## src/rtl/lsu_bus_pkg.sv

```systemverilog
// Shared types, default address windows and window-match helper for the LSU request demux.
package lsu_bus_pkg;

    typedef enum logic [1:0] {IDLE, BUSY0, BUSY1} demux_state_e;
    typedef enum logic {TGT_RAM, TGT_MMIO} tgt_e;

    localparam logic [31:0] MMIO_BASE_DEF = 32'h4000_0000;
    localparam logic [31:0] MMIO_SIZE_DEF = 32'h0001_0000;
    localparam logic [31:0] RAM_BASE_DEF  = 32'h0000_0000;
    localparam logic [31:0] RAM_SIZE_DEF  = 32'h0001_0000;
    localparam int unsigned MAX_OUT_DEF   = 4;

    typedef struct packed {
        logic [31:0] addr;
        logic        we;
        logic [3:0]  wstrb;
        logic [31:0] wdata;
    } lsu_req_t;

    // Subtracting first keeps the upper bound check free of 32-bit overflow.
    function automatic logic in_window(input logic [31:0] addr, input logic [31:0] base,
                                       input logic [31:0] size);
        return (addr >= base) && ((addr - base) < size);
    endfunction

endpackage

```

## src/rtl/lsu_addr_decode.sv

```systemverilog
// Address -> target port decode. With LSU_DEMUX2_DECERR_EN defined, addresses outside
// both windows raise decerr_o; otherwise everything outside MMIO goes to RAM.
module lsu_addr_decode
    import lsu_bus_pkg::*;
#(
    parameter logic [31:0] MMIO_BASE = MMIO_BASE_DEF,
    parameter logic [31:0] MMIO_SIZE = MMIO_SIZE_DEF,
    parameter logic [31:0] RAM_BASE  = RAM_BASE_DEF,
    parameter logic [31:0] RAM_SIZE  = RAM_SIZE_DEF
) (
    input  logic [31:0] addr_i,
    output tgt_e        tgt_o,
    output logic        decerr_o
);

    logic mmio_hit;

    assign mmio_hit = in_window(addr_i, MMIO_BASE, MMIO_SIZE);
    assign tgt_o    = mmio_hit ? TGT_MMIO : TGT_RAM;

`ifdef LSU_DEMUX2_DECERR_EN
    assign decerr_o = ~mmio_hit & ~in_window(addr_i, RAM_BASE, RAM_SIZE);
`else
    assign decerr_o = 1'b0;
`endif

    // Windows must be non-empty, MMIO a power of two, and neither may wrap past 2^32.
    if (MMIO_SIZE == 32'd0 || (MMIO_SIZE & (MMIO_SIZE - 32'd1)) != 32'd0 ||
        (MMIO_SIZE - 32'd1) > ~MMIO_BASE ||
        RAM_SIZE == 32'd0 || (RAM_SIZE - 32'd1) > ~RAM_BASE) begin : g_bad_cfg
        $error("lsu_addr_decode: invalid address window parameters");
    end

endmodule

```

## src/rtl/lsu_req_demux2.sv

```systemverilog
// 1-to-2 LSU request router (port 0 RAM, port 1 MMIO) with outstanding count and
// registered in-order response merge. Optional decode errors: LSU_DEMUX2_DECERR_EN.
module lsu_req_demux2
    import lsu_bus_pkg::*;
#(
    parameter logic [31:0] MMIO_BASE = MMIO_BASE_DEF,
    parameter logic [31:0] MMIO_SIZE = MMIO_SIZE_DEF,
    parameter logic [31:0] RAM_BASE  = RAM_BASE_DEF,
    parameter logic [31:0] RAM_SIZE  = RAM_SIZE_DEF,
    parameter int unsigned MAX_OUT   = MAX_OUT_DEF
) (
    input  logic        clk,
    input  logic        rst_n,
    input  logic        req_valid,
    output logic        req_ready,
    input  logic [31:0] req_addr,
    input  logic        req_we,
    input  logic [3:0]  req_wstrb,
    input  logic [31:0] req_wdata,
    output logic        p0_req_valid,
    input  logic        p0_req_ready,
    output logic [31:0] p0_req_addr,
    output logic        p0_req_we,
    output logic [3:0]  p0_req_wstrb,
    output logic [31:0] p0_req_wdata,
    input  logic        p0_rsp_valid,
    input  logic [31:0] p0_rsp_rdata,
    output logic        p1_req_valid,
    input  logic        p1_req_ready,
    output logic [31:0] p1_req_addr,
    output logic        p1_req_we,
    output logic [3:0]  p1_req_wstrb,
    output logic [31:0] p1_req_wdata,
    input  logic        p1_rsp_valid,
    input  logic [31:0] p1_rsp_rdata,
    output logic        rsp_valid,
    output logic [31:0] rsp_rdata,
    output logic        rsp_err,
    output logic        err_spurious
);

    localparam logic [3:0] CNT_MAX = 4'(MAX_OUT);

    if (MAX_OUT < 1 || MAX_OUT > 15) begin : g_bad_max_out
        $error("lsu_req_demux2: MAX_OUT must be 1..15");
    end

    demux_state_e state_q;
    logic [3:0]   cnt_q, cnt_d;
    logic         rsp_valid_q, rsp_err_q, err_spurious_q;
    logic [31:0]  rsp_rdata_q;

    tgt_e     tgt;
    logic     decerr, sel, stall, dn_ready, fwd, fwd_acc, err_acc, ret, spur;
    lsu_req_t req_pl;

    lsu_addr_decode #(
        .MMIO_BASE (MMIO_BASE),
        .MMIO_SIZE (MMIO_SIZE),
        .RAM_BASE  (RAM_BASE),
        .RAM_SIZE  (RAM_SIZE)
    ) u_dec (
        .addr_i   (req_addr),
        .tgt_o    (tgt),
        .decerr_o (decerr)
    );

    assign sel = (tgt == TGT_MMIO);

    // Only one target in flight at a time keeps responses in request order.
    assign stall = (cnt_q == CNT_MAX)
                 | ((state_q == BUSY0) & sel)
                 | ((state_q == BUSY1) & ~sel)
                 | (decerr & (state_q != IDLE));

    assign dn_ready  = decerr | (sel ? p1_req_ready : p0_req_ready);
    assign req_ready = rst_n & ~stall & dn_ready;
    assign fwd       = rst_n & req_valid & ~stall & ~decerr;
    assign fwd_acc   = fwd & dn_ready;
    assign err_acc   = req_valid & req_ready & decerr;

    assign ret  = ((state_q == BUSY0) & p0_rsp_valid) | ((state_q == BUSY1) & p1_rsp_valid);
    assign spur = (p0_rsp_valid & (state_q != BUSY0)) | (p1_rsp_valid & (state_q != BUSY1));

    assign req_pl = '{addr: req_addr, we: req_we, wstrb: req_wstrb, wdata: req_wdata};

    assign p0_req_valid = fwd & ~sel;
    assign p1_req_valid = fwd & sel;
    assign p0_req_addr  = req_pl.addr;
    assign p0_req_we    = req_pl.we;
    assign p0_req_wstrb = req_pl.wstrb;
    assign p0_req_wdata = req_pl.wdata;
    assign p1_req_addr  = req_pl.addr;
    assign p1_req_we    = req_pl.we;
    assign p1_req_wstrb = req_pl.wstrb;
    assign p1_req_wdata = req_pl.wdata;

    always_comb begin
        cnt_d = cnt_q;
        if (fwd_acc && !ret)
            cnt_d = cnt_q + 4'd1;
        else if (ret && !fwd_acc)
            cnt_d = cnt_q - 4'd1;
    end

    always_ff @(posedge clk or negedge rst_n) begin
        if (!rst_n) begin
            state_q        <= IDLE;
            cnt_q          <= 4'd0;
            rsp_valid_q    <= 1'b0;
            rsp_rdata_q    <= 32'd0;
            rsp_err_q      <= 1'b0;
            err_spurious_q <= 1'b0;
        end else begin
            cnt_q <= cnt_d;
            if (cnt_d == 4'd0)
                state_q <= IDLE;
            else if (state_q == IDLE && fwd_acc)
                state_q <= sel ? BUSY1 : BUSY0;

            rsp_valid_q <= ret | err_acc;
            rsp_err_q   <= err_acc;
            if (ret)
                rsp_rdata_q <= (state_q == BUSY1) ? p1_rsp_rdata : p0_rsp_rdata;
            else if (err_acc)
                rsp_rdata_q <= 32'd0;

            if (spur)
                err_spurious_q <= 1'b1;
        end
    end

    assign rsp_valid    = rsp_valid_q;
    assign rsp_rdata    = rsp_rdata_q;
    assign rsp_err      = rsp_err_q;
    assign err_spurious = err_spurious_q;

endmodule
```

## config.mk

```make
export PLATFORM = sky130hd
export DESIGN_NAME = lsu_req_demux2
export DESIGN_NICKNAME = d
export VERILOG_FILES = /design/src/rtl/lsu_bus_pkg.sv /design/src/rtl/lsu_addr_decode.sv /design/src/rtl/lsu_req_demux2.sv
export SDC_FILE = /design/constraint.sdc
export NUM_CORES = 1
export LEC_CHECK = 0
export ABC_AREA = 1
export CORE_AREA = 2 2 122 124
export CTS_BUF_LIST = sky130_fd_sc_hd__clkbuf_16
export DETAILED_ROUTE_END_ITERATION = 7
export DIE_AREA = 0 0 124 126
export HOLD_SLACK_MARGIN = 0.03
export SYNTH_ARGS = -nofsm -noshare
export SYNTH_HDL_FRONTEND = slang
export SYNTH_SLANG_ARGS = --single-unit
export TNS_END_PERCENT = 100
```

## constraint.sdc

```tcl
create_clock -name clk -period 3.51 [get_ports clk]
set_input_delay 0.702 -clock clk [delete_from_list [all_inputs] [get_ports clk]]
set_output_delay 0.702 -clock clk [all_outputs]
set_load 0.03 [all_outputs]
```

---- After elaboration in Yosys (flattened, before gate mapping) ----
Index checks and enable logic that the tools add are counted.
cells by class
  add/sub/neg operators ................... 3
  bitwise operators ....................... 19
  $lt $le $gt $ge ......................... 2
  reductions and logical operators ........ 9
  multiplexer cells ....................... 8
  equal/unequal tests ..................... 5
operators by type and width
  kind                                                                             count
  32-bit by 31-bit >= comparator with 1-bit output (second input constant)         1
  32-bit by 17-bit less-than comparator with 1-bit output (second input constant)  1
  32-bit two-way mux                                                               1
  32-bit by 31-bit subtractor with 32-bit output (second input constant)           1
  1-bit AND                                                                        13
  4-bit two-way mux                                                                2
  2-bit two-way mux                                                                3
  4-bit by 1-bit adder with 4-bit output (second input constant)                   1
  4-bit by 3-bit == test with 1-bit output (second input constant)                 1
  1-bit logical AND                                                                4
  4-bit zero test                                                                  1
  1-bit bitwise OR                                                                 4
  4-bit by 1-bit subtractor with 4-bit output (second input constant)              1
  2-bit by 1-bit == test with 1-bit output (second input constant)                 1
  2-bit == test (second input constant)                                            1
  1-bit zero test                                                                  2
  2-bit zero test                                                                  1
  1-bit two-way mux                                                                2
  2-bit by 1-bit != test with 1-bit output (second input constant)                 1
  2-bit != test (second input constant)                                            1
  1-bit inverter                                                                   2
  2-bit nonzero test                                                               1
storage, ports and cells
  logic and storage cells ................. 51
  bits in registers ....................... 40

---- Logic depth before layout (Yosys ltp) ----
Gate-level depths: netlist of the first run.
  depth in word-level cells ............... 16
  depth in mapped cells ................... 17

---- Modules after synthesis ----
A second synthesis of the first run with hierarchy kept.
unflattened totals
  cells, all modules ...................... 429
  area total of the unflattened synthesis .. 3519.6 um^2
by module, submodules not included
  module           sequential area each (um^2)  times used  area each (um^2)  cells each
  lsu_req_demux2   1026.0                       1           3395.8            397
  lsu_addr_decode  0.0                          1           123.9             32

---- Worst setup path after synthesis of the first run ----
No wires, ideal clock.
  path type ............................... input to output
  start point ............................. input port req_addr[16]
  end point ............................... output port p1_req_valid
  buffers on the path ..................... 0
  arrival time ............................ 1631 ps
  required time ........................... 2808 ps
  path slack .............................. 1177 ps
  stages .................................. 9
  cell sequence ........................... nor2_2 -> nand2_2 -> nor2_4 -> nand2_2 -> nand2_2 -> nand3_4 -> nor2_8 -> nand3_1 -> inv_1
between the ends
  word-level cells in the longest chain between the ends .. 10
ends and longest elaborated chain
  item                                                     RTL line                                    RTL
  from (decl)                                              lsu_req_demux2.sv:16                        input logic [31:0] req_addr,
  32-bit by 31-bit subtractor with 32-bit output           lsu_bus_pkg.sv:23                           return (addr >= base) && ((addr - base) < size);
  32-bit by 17-bit less-than comparator with 1-bit output  lsu_bus_pkg.sv:23
  1-bit logical AND *                                      lsu_bus_pkg.sv:23
  1-bit two-way mux *                                      lsu_addr_decode.sv:19                       assign tgt_o = mmio_hit ? TGT_MMIO : TGT_RAM;
  1-bit AND or 1-bit inverter (tied branches)              lsu_req_demux2.sv:72, lsu_req_demux2.sv:73
  1-bit bitwise OR or 1-bit AND (tied branches)            lsu_req_demux2.sv:72, lsu_req_demux2.sv:73
  1-bit bitwise OR                                         lsu_req_demux2.sv:73                        | ((state_q == BUSY1) & ~sel)
  1-bit inverter                                           lsu_req_demux2.sv:78                        assign fwd = rst_n & req_valid & ~stall & ~decerr;
  1-bit AND                                                lsu_req_demux2.sv:78
  1-bit AND *                                              lsu_req_demux2.sv:88                        assign p1_req_valid = fwd & sel;
  to (decl)                                                lsu_req_demux2.sv:28                        output logic p1_req_valid,
Every way passes the cells marked *; elsewhere a longest branch is shown, timed or not.

---- Final worst setup path of the first run ----
  start point ............................. input port req_addr[30]
  end point ............................... output port req_ready
between the ends
  word-level cells in the longest chain between the ends .. 10
ends and longest elaborated chain
  item                                                     RTL line                                    RTL
  32-bit by 31-bit subtractor with 32-bit output           lsu_bus_pkg.sv:23
  32-bit by 17-bit less-than comparator with 1-bit output  lsu_bus_pkg.sv:23
  1-bit logical AND *                                      lsu_bus_pkg.sv:23
  1-bit two-way mux *                                      lsu_addr_decode.sv:19
  1-bit AND or 1-bit inverter (tied branches)              lsu_req_demux2.sv:72, lsu_req_demux2.sv:73
  1-bit bitwise OR or 1-bit AND (tied branches)            lsu_req_demux2.sv:72, lsu_req_demux2.sv:73
  1-bit bitwise OR                                         lsu_req_demux2.sv:73
  1-bit inverter                                           lsu_req_demux2.sv:77                        assign req_ready = rst_n & ~stall & dn_ready;
  1-bit AND                                                lsu_req_demux2.sv:77
  1-bit AND *                                              lsu_req_demux2.sv:77
  to (decl)                                                lsu_req_demux2.sv:15                        output logic req_ready,
Marks and branches as above.

==> results of run 1 <==
## synth_stat cells
cell type  number  area (sq um)
clkinv_4        1         8.760
ha_1            2         25.02
o21ai_2         1         8.760
xor2_1          2         17.52
buf_2           6         30.03
clkbuf_1        6         22.52
buf_1           1         3.750
nand3b_1        1         7.510
nand2_1        84         315.3
nand3_1         9         45.04
nand3_2         3         30.03
o31ai_1         1         7.510
inv_1          17         63.81
nand4_1         2         12.51
nor2_1         37         138.9
a31oi_1        32         200.2
nand3_4         3         52.55
nor2_8          1         20.02
nor2_4          3         33.78
inv_2           4         15.01
o21ai_0         2         10.01
nor2_2          9         56.30
a21oi_1         2         10.01
conb_1          1         3.750
buf_4         139          1044
nand2_2        10         62.56
dfrtp_1        40          1001
nand2_4         2         22.52
## worst max-delay path: cells and delay by family
| family | cells | cell delay, ps |
|---|---|---|
| AND/OR/NAND/NOR | 7 | 680 |
| buffers and inverters | 3 | 1260 |
## logic make-up after synthesis
logic type | count (synthesis) | share of synthesized area
compound gates | 38 | 0.07236
xor+xnor | 2 | 0.005361
fa+ha+maj | 2 | 0.007656
buf+inv | 174 | 0.3633
flops | 40 | 0.3063
other cells | 1 | 0.001147
simple gates | 164 | 0.2439
## flip-flops by register name (all words and copies together) (netlist names)
register,count
rsp_valid,1
err_spurious,1
cnt_q,4
state_q,2
rsp_rdata,32
## area by class of cell
type / count / area [sq um]
Fill cell: 1522 / 10170
Timing Repair Buffer: 158 / 1574
Multi-Input combinational cell: 207 / 1080
Sequential cell: 40 / 1001
Tap cell: 184 / 230.2
Clock buffer: 5 / 125.1
Inverter: 22 / 87.58
Clock inverter: 3 / 42.54
## power breakdown
| part | internal, mW | leakage [nW] | switching, mW |
|---|---|---|---|
| logic | 0.712 | 1.21 | 1.09 |
| registers | 0.690 | 0.445 | 0.138 |
| clock network | 0.334 | 0.0814 | 0.188 |
## routing by layer
| metal | wire [microns] | part of all wire |
|---|---|---|
| met1 | 3559 | 0.41 |
| met2 | 3661 | 0.43 |
| met3 | 1028 | 0.12 |
| met4 | 348 | 0.040 |
| met5 | 13 | 0.0015 |
## timing repair
action	CTS	global route
setup endpoints to repair	0	2
endpoints found under the hold margin	0	0
hold buffers	0	0
resized for setup	0	2
## path summary, 6_finish.rpt
kind | startpoint | to | slack, ps
setup / recovery | req_addr[30] | req_ready | 150
hold / removal | err_spurious | err_spurious | 460
setup reg to reg | state_q[1] | state_q[1] | 1050
hold reg to reg | err_spurious | err_spurious | 460
max in group asynchronous | rst_n | rsp_valid | 2620
min in group asynchronous | rst_n | rsp_rdata[8] | 530
==> flow_summary.toml, run 1 <==
[global_route]
first_global_vias = 2525
grtUsageMet2 = 0.1632
gr-max-usage-layer = "met2"
grt_overflow = 0
globalRouteTotalUtil = 0.1080
grt_util_met3 = 0.04937
largest_net_degree_at_the_start_of_global_routing = 62
grt_first_pass_wirelength_microns = 13210
antenna_found_initial = 1
grt_util_met1 = 0.1279

[routing]
drt_first_iter_violations = 131
vias = 2524
detailedRoute.firstPassIterationCount = 5
drc_errors = 0
detail_route.wl_per_cell_microns = 13.91
postRouteAntennaNets = 0
detail_route.wirelength_microns = 8610
drt-vias-per-instance = 4.078

[final_layout]
most_common_cell_after_layout_fill_and_taps_aside = "clkdlybuf4s50_1"
stdcell_area_sq_um = 4140
layout.core_utilization = 0.2892
area_growth_syn_to_layout_pct = 26.68
n_antenna_cell = 0
post_route_cells_drive_above_1_share = 0.1103
layout_common_cells = "152 x clkdlybuf4s50_1, 84 x nand2_1, 40 x dfrtp_1"
post_layout_nonfiller_instances = 619
design.final.nets = 576

[timing]
worst_clock_skew_ps = 2.244
report.final.slew_viol_count = 0
setup_viol = 0
final.period_utilization = 0.9564
setup_slack_ps = 153.0
clock.fmax_mhz = 297.9
report.final.hold_viol_count = 0
grt_setup_unrepaired = "false"
tightest_slew_ps = 588.9
period_needed_ps = 3357
slew-limit-headroom = 0.6069
worst_case_hold_slack_ps = 461.6
post_route_setup_tns_ps = 0

[cts]
clock_tree_from_tritoncts = "yes"
post-cts-setup-buffers = 0
cts_max_path_buffers = 2
cts-buffers-inserted = 5
insertion_delay_ps = 280
htree_num_levels = 2
tritoncts_sinks = 40
cts.clk_slew.worst_paths_ps = 60
cts-root-buf = "clkbuf_16"

[power]
max-vdd-ir-drop_uv = 240.7
power_density_nw_per_um2 = 760.8
cellLeakagePower_nw = 1.739
total_power_consumption_mw = 3.150

[hold_path]
hold-path-cell-count = 2
hold_path.class = "reg2reg"

[run]
max_cap_viol_count = 0

[placed_design]
placement.io_buffers = 155
gpl.final_weighted_congestion = 0.7362
dpl_cell_area_sq_um = 3968
dp.cells = 611
place_worst_setup_slack_ps = 31.75
dp_hpwl_microns = 6670

[floorplan]
placeableCoreArea_sq_um = 14310
die_h_microns = 126
initial_utilization = 0.2283
row_count = 44
die_w_microns = 124
die_area_sq_um = 15620
design.portCount = 316

[critical_path]
critPathCaptureType = "output port"
reg2regPathDepth = 15
required_ps = 2810
crit_path_max_incr_delay_ps = 690
crit_fanout = 3
setup.worst_path.class = "in2out"
startpoint_type = "input pin"
slowest_stage_cell_cp = "clkdlybuf4s50_1"
crit_path_cell_trace = "clkdlybuf4s50_1 > inv_1 > nor2_2 > nand2_1 > nor2_4 > nand2_2 > nand2_2 > nand3_4 > nor2_2 > clkdlybuf4s50_1"
worst-endpoint-arrival_ps = 2650

[yosys]
mappedNetlistNets = 563
synth_seq_cells = 40
avgSynthCellArea_sq_um = 7.763
syn-instance-count = 421
syn_area_sq_um = 3268
yosys.cell_types.count = 28
ys_warn_count = 0
synth_seq_area_share = 0.3063

[status]
outcome = "finished clean"
No activity file was read; power rests on OpenSTA's default activity.
==> inputs of run 2 (changes only) <==
CORE_AREA = 5 5 119 121   (was 2 2 122 124)
PLACE_DENSITY = 0.7   (was default)
==> run 2 against run 1 <==
- clock power decreased by 3%
- power fell by 0.25%
- highest routed layer is now met4
- first-iteration DRC count shrank 15%
- worst setup slack got worse by 23 ps
==> flow_summary.toml, run 2 (synthesized netlist as in run 1, its figures left out) <==
[status]
outcome = "finished clean"

[final_layout]
design.final.nets = 577
area_growth_syn_to_layout_pct = 26.38
post_route_cells_drive_above_1_share = 0.1124
n_antenna_cell = 0
layout_common_cells = "152 x clkdlybuf4s50_1, 84 x nand2_1, 40 x dfrtp_1"
stdcell_area_sq_um = 4130
multi_input_area_sq_um = 1080
fillCellCount = 1378
sequential_cell_area_sq_um = 1001
most_common_cell_after_layout_fill_and_taps_aside = "clkdlybuf4s50_1"
largest_register_ffs = 32

[timing]
tightest_slew_ps = 569.0
report.final.hold_viol_count = 0
grt_setup_unrepaired = "false"
post_route_setup_tns_ps = 0
worst_clock_skew_ps = 2.789
clock.fmax_mhz = 295.9
setup_viol = 0
slew-limit-headroom = 0.6207
setup_slack_ps = 130.2
period_needed_ps = 3380
final.period_utilization = 0.9629
report.final.slew_viol_count = 0

[power]
power_density_nw_per_um2 = 760.8
max-vdd-ir-drop_uv = 261.3
cellLeakagePower_nw = 1.733

[cts]
cts-root-buf = "clkbuf_16"
cts-buffers-inserted = 5
insertion_delay_ps = 270
cts_max_path_buffers = 2
clock_tree_from_tritoncts = "yes"
cts_repair_resize_count = 1
htree_num_levels = 2
tritoncts_sinks = 40
post-cts-setup-buffers = 0
hold_buffers = 0
cts.clk_slew.worst_paths_ps = 60

[placed_design]
placement.io_buffers = 155
place_worst_setup_slack_ps = -2.000
gpl.final_weighted_congestion = 0.7879
dpl_cell_area_sq_um = 3965
dp_hpwl_microns = 7380

[routing]
detailedRoute.firstPassIterationCount = 4
top_layer = "met4"
vias = 2549
postRouteAntennaNets = 0
drt-vias-per-instance = 4.165
detail_route.wl_per_cell_microns = 15.13
routed-wl-met3_microns = 931
drc_errors = 0
drt_first_iter_violations = 111
dr_wl_met2_microns = 4430
met1_wl_microns = 3516
detail_route.wirelength_microns = 9260

[critical_path]
crit_path_max_incr_delay_ps = 690
crit_fanout = 3
critPathCaptureType = "output port"
required_ps = 2810
startpoint_type = "input pin"
crit_path_cell_trace = "clkdlybuf4s50_1 > inv_1 > nor2_2 > nand2_1 > nor2_4 > nand2_2 > nand2_2 > nand3_4 > nor2_2 > clkdlybuf4s50_1"
slowest_stage_cell_cp = "clkdlybuf4s50_1"
setup.worst_path.class = "in2out"
worst-endpoint-arrival_ps = 2680

[floorplan]
die_area_sq_um = 15620
design.portCount = 316
initial_utilization = 0.2518
placeableCoreArea_sq_um = 12980
row_count = 42
die_w_microns = 124
die_h_microns = 126

[run]
max_cap_viol_count = 0

[global_route]
grt_overflow = 0
grt_first_pass_wirelength_microns = 14120
globalRouteTotalUtil = 0.1132
largest_net_degree_at_the_start_of_global_routing = 62
antenna_found_initial = 0
first_global_vias = 2631

[hold_path]
hold_path.class = "reg2reg"
==> run 2: final timing paths <==
check                             startpoint             to  slack (ps)  depth (start not counted)
worst max register to register    state_q[0]  rsp_rdata[22]        1280                          7
worst min register to register  err_spurious   err_spurious         470                          2
worst min-delay path            err_spurious   err_spurious         470                          2
min in group asynchronous              rst_n  rsp_rdata[10]         540                          2
max in group asynchronous              rst_n   rsp_rdata[4]        2610                          2
worst max-delay path            req_addr[30]      req_ready         130                         10
==> run 2: through the flow <==
stage	power [mW]	hold slack [ps]	std cells	utilization
after floorplan	2.188	406.4	421	-
after global placement	2.622	446.3	604	0.3055
after detailed placement	2.673	462.0	604	0.3055
after CTS	3.201	476.7	612	0.3180
after global routing	3.378	499.7	612	0.3182
final	3.142	474.7	612	0.3182
==> run 2: report_power, final <==
part | switching [mW] | total [mW] | internal (mW)
Combinational | 1.10 | 1.81 | 0.715
Sequential | 0.130 | 0.821 | 0.690
Clock | 0.176 | 0.507 | 0.331
Total | 1.41 | 3.14 | 1.74
==> run 2: layout make-up <==
| cell class | count | area share |
|---|---|---|
| timing repair buffer | 159 | 0.3820 |
| inverter | 22 | 0.02121 |
| clock inverter | 3 | 0.009391 |
| clock buffer | 5 | 0.03029 |
| multi-input combinational | 207 | 0.2614 |
| tap | 176 | 0.05332 |
| sequential | 40 | 0.2424 |
==> run 2: critical path, delay by kind of cell <==
family,cells,cell delay [ps]
buf+inv,3,1270
simple gates,7,710
==> run 2: layer usage <==
| metal | vias to the layer above | global-route usage |
|---|---|---|
| li1 | 1217 | - |
| met1 | 1151 | 0.1267 |
| met2 | 137 | 0.1903 |
| met3 | 44 | 0.04081 |
| met4 | 0 | 0.05155 |
| met5 | - | 0 |
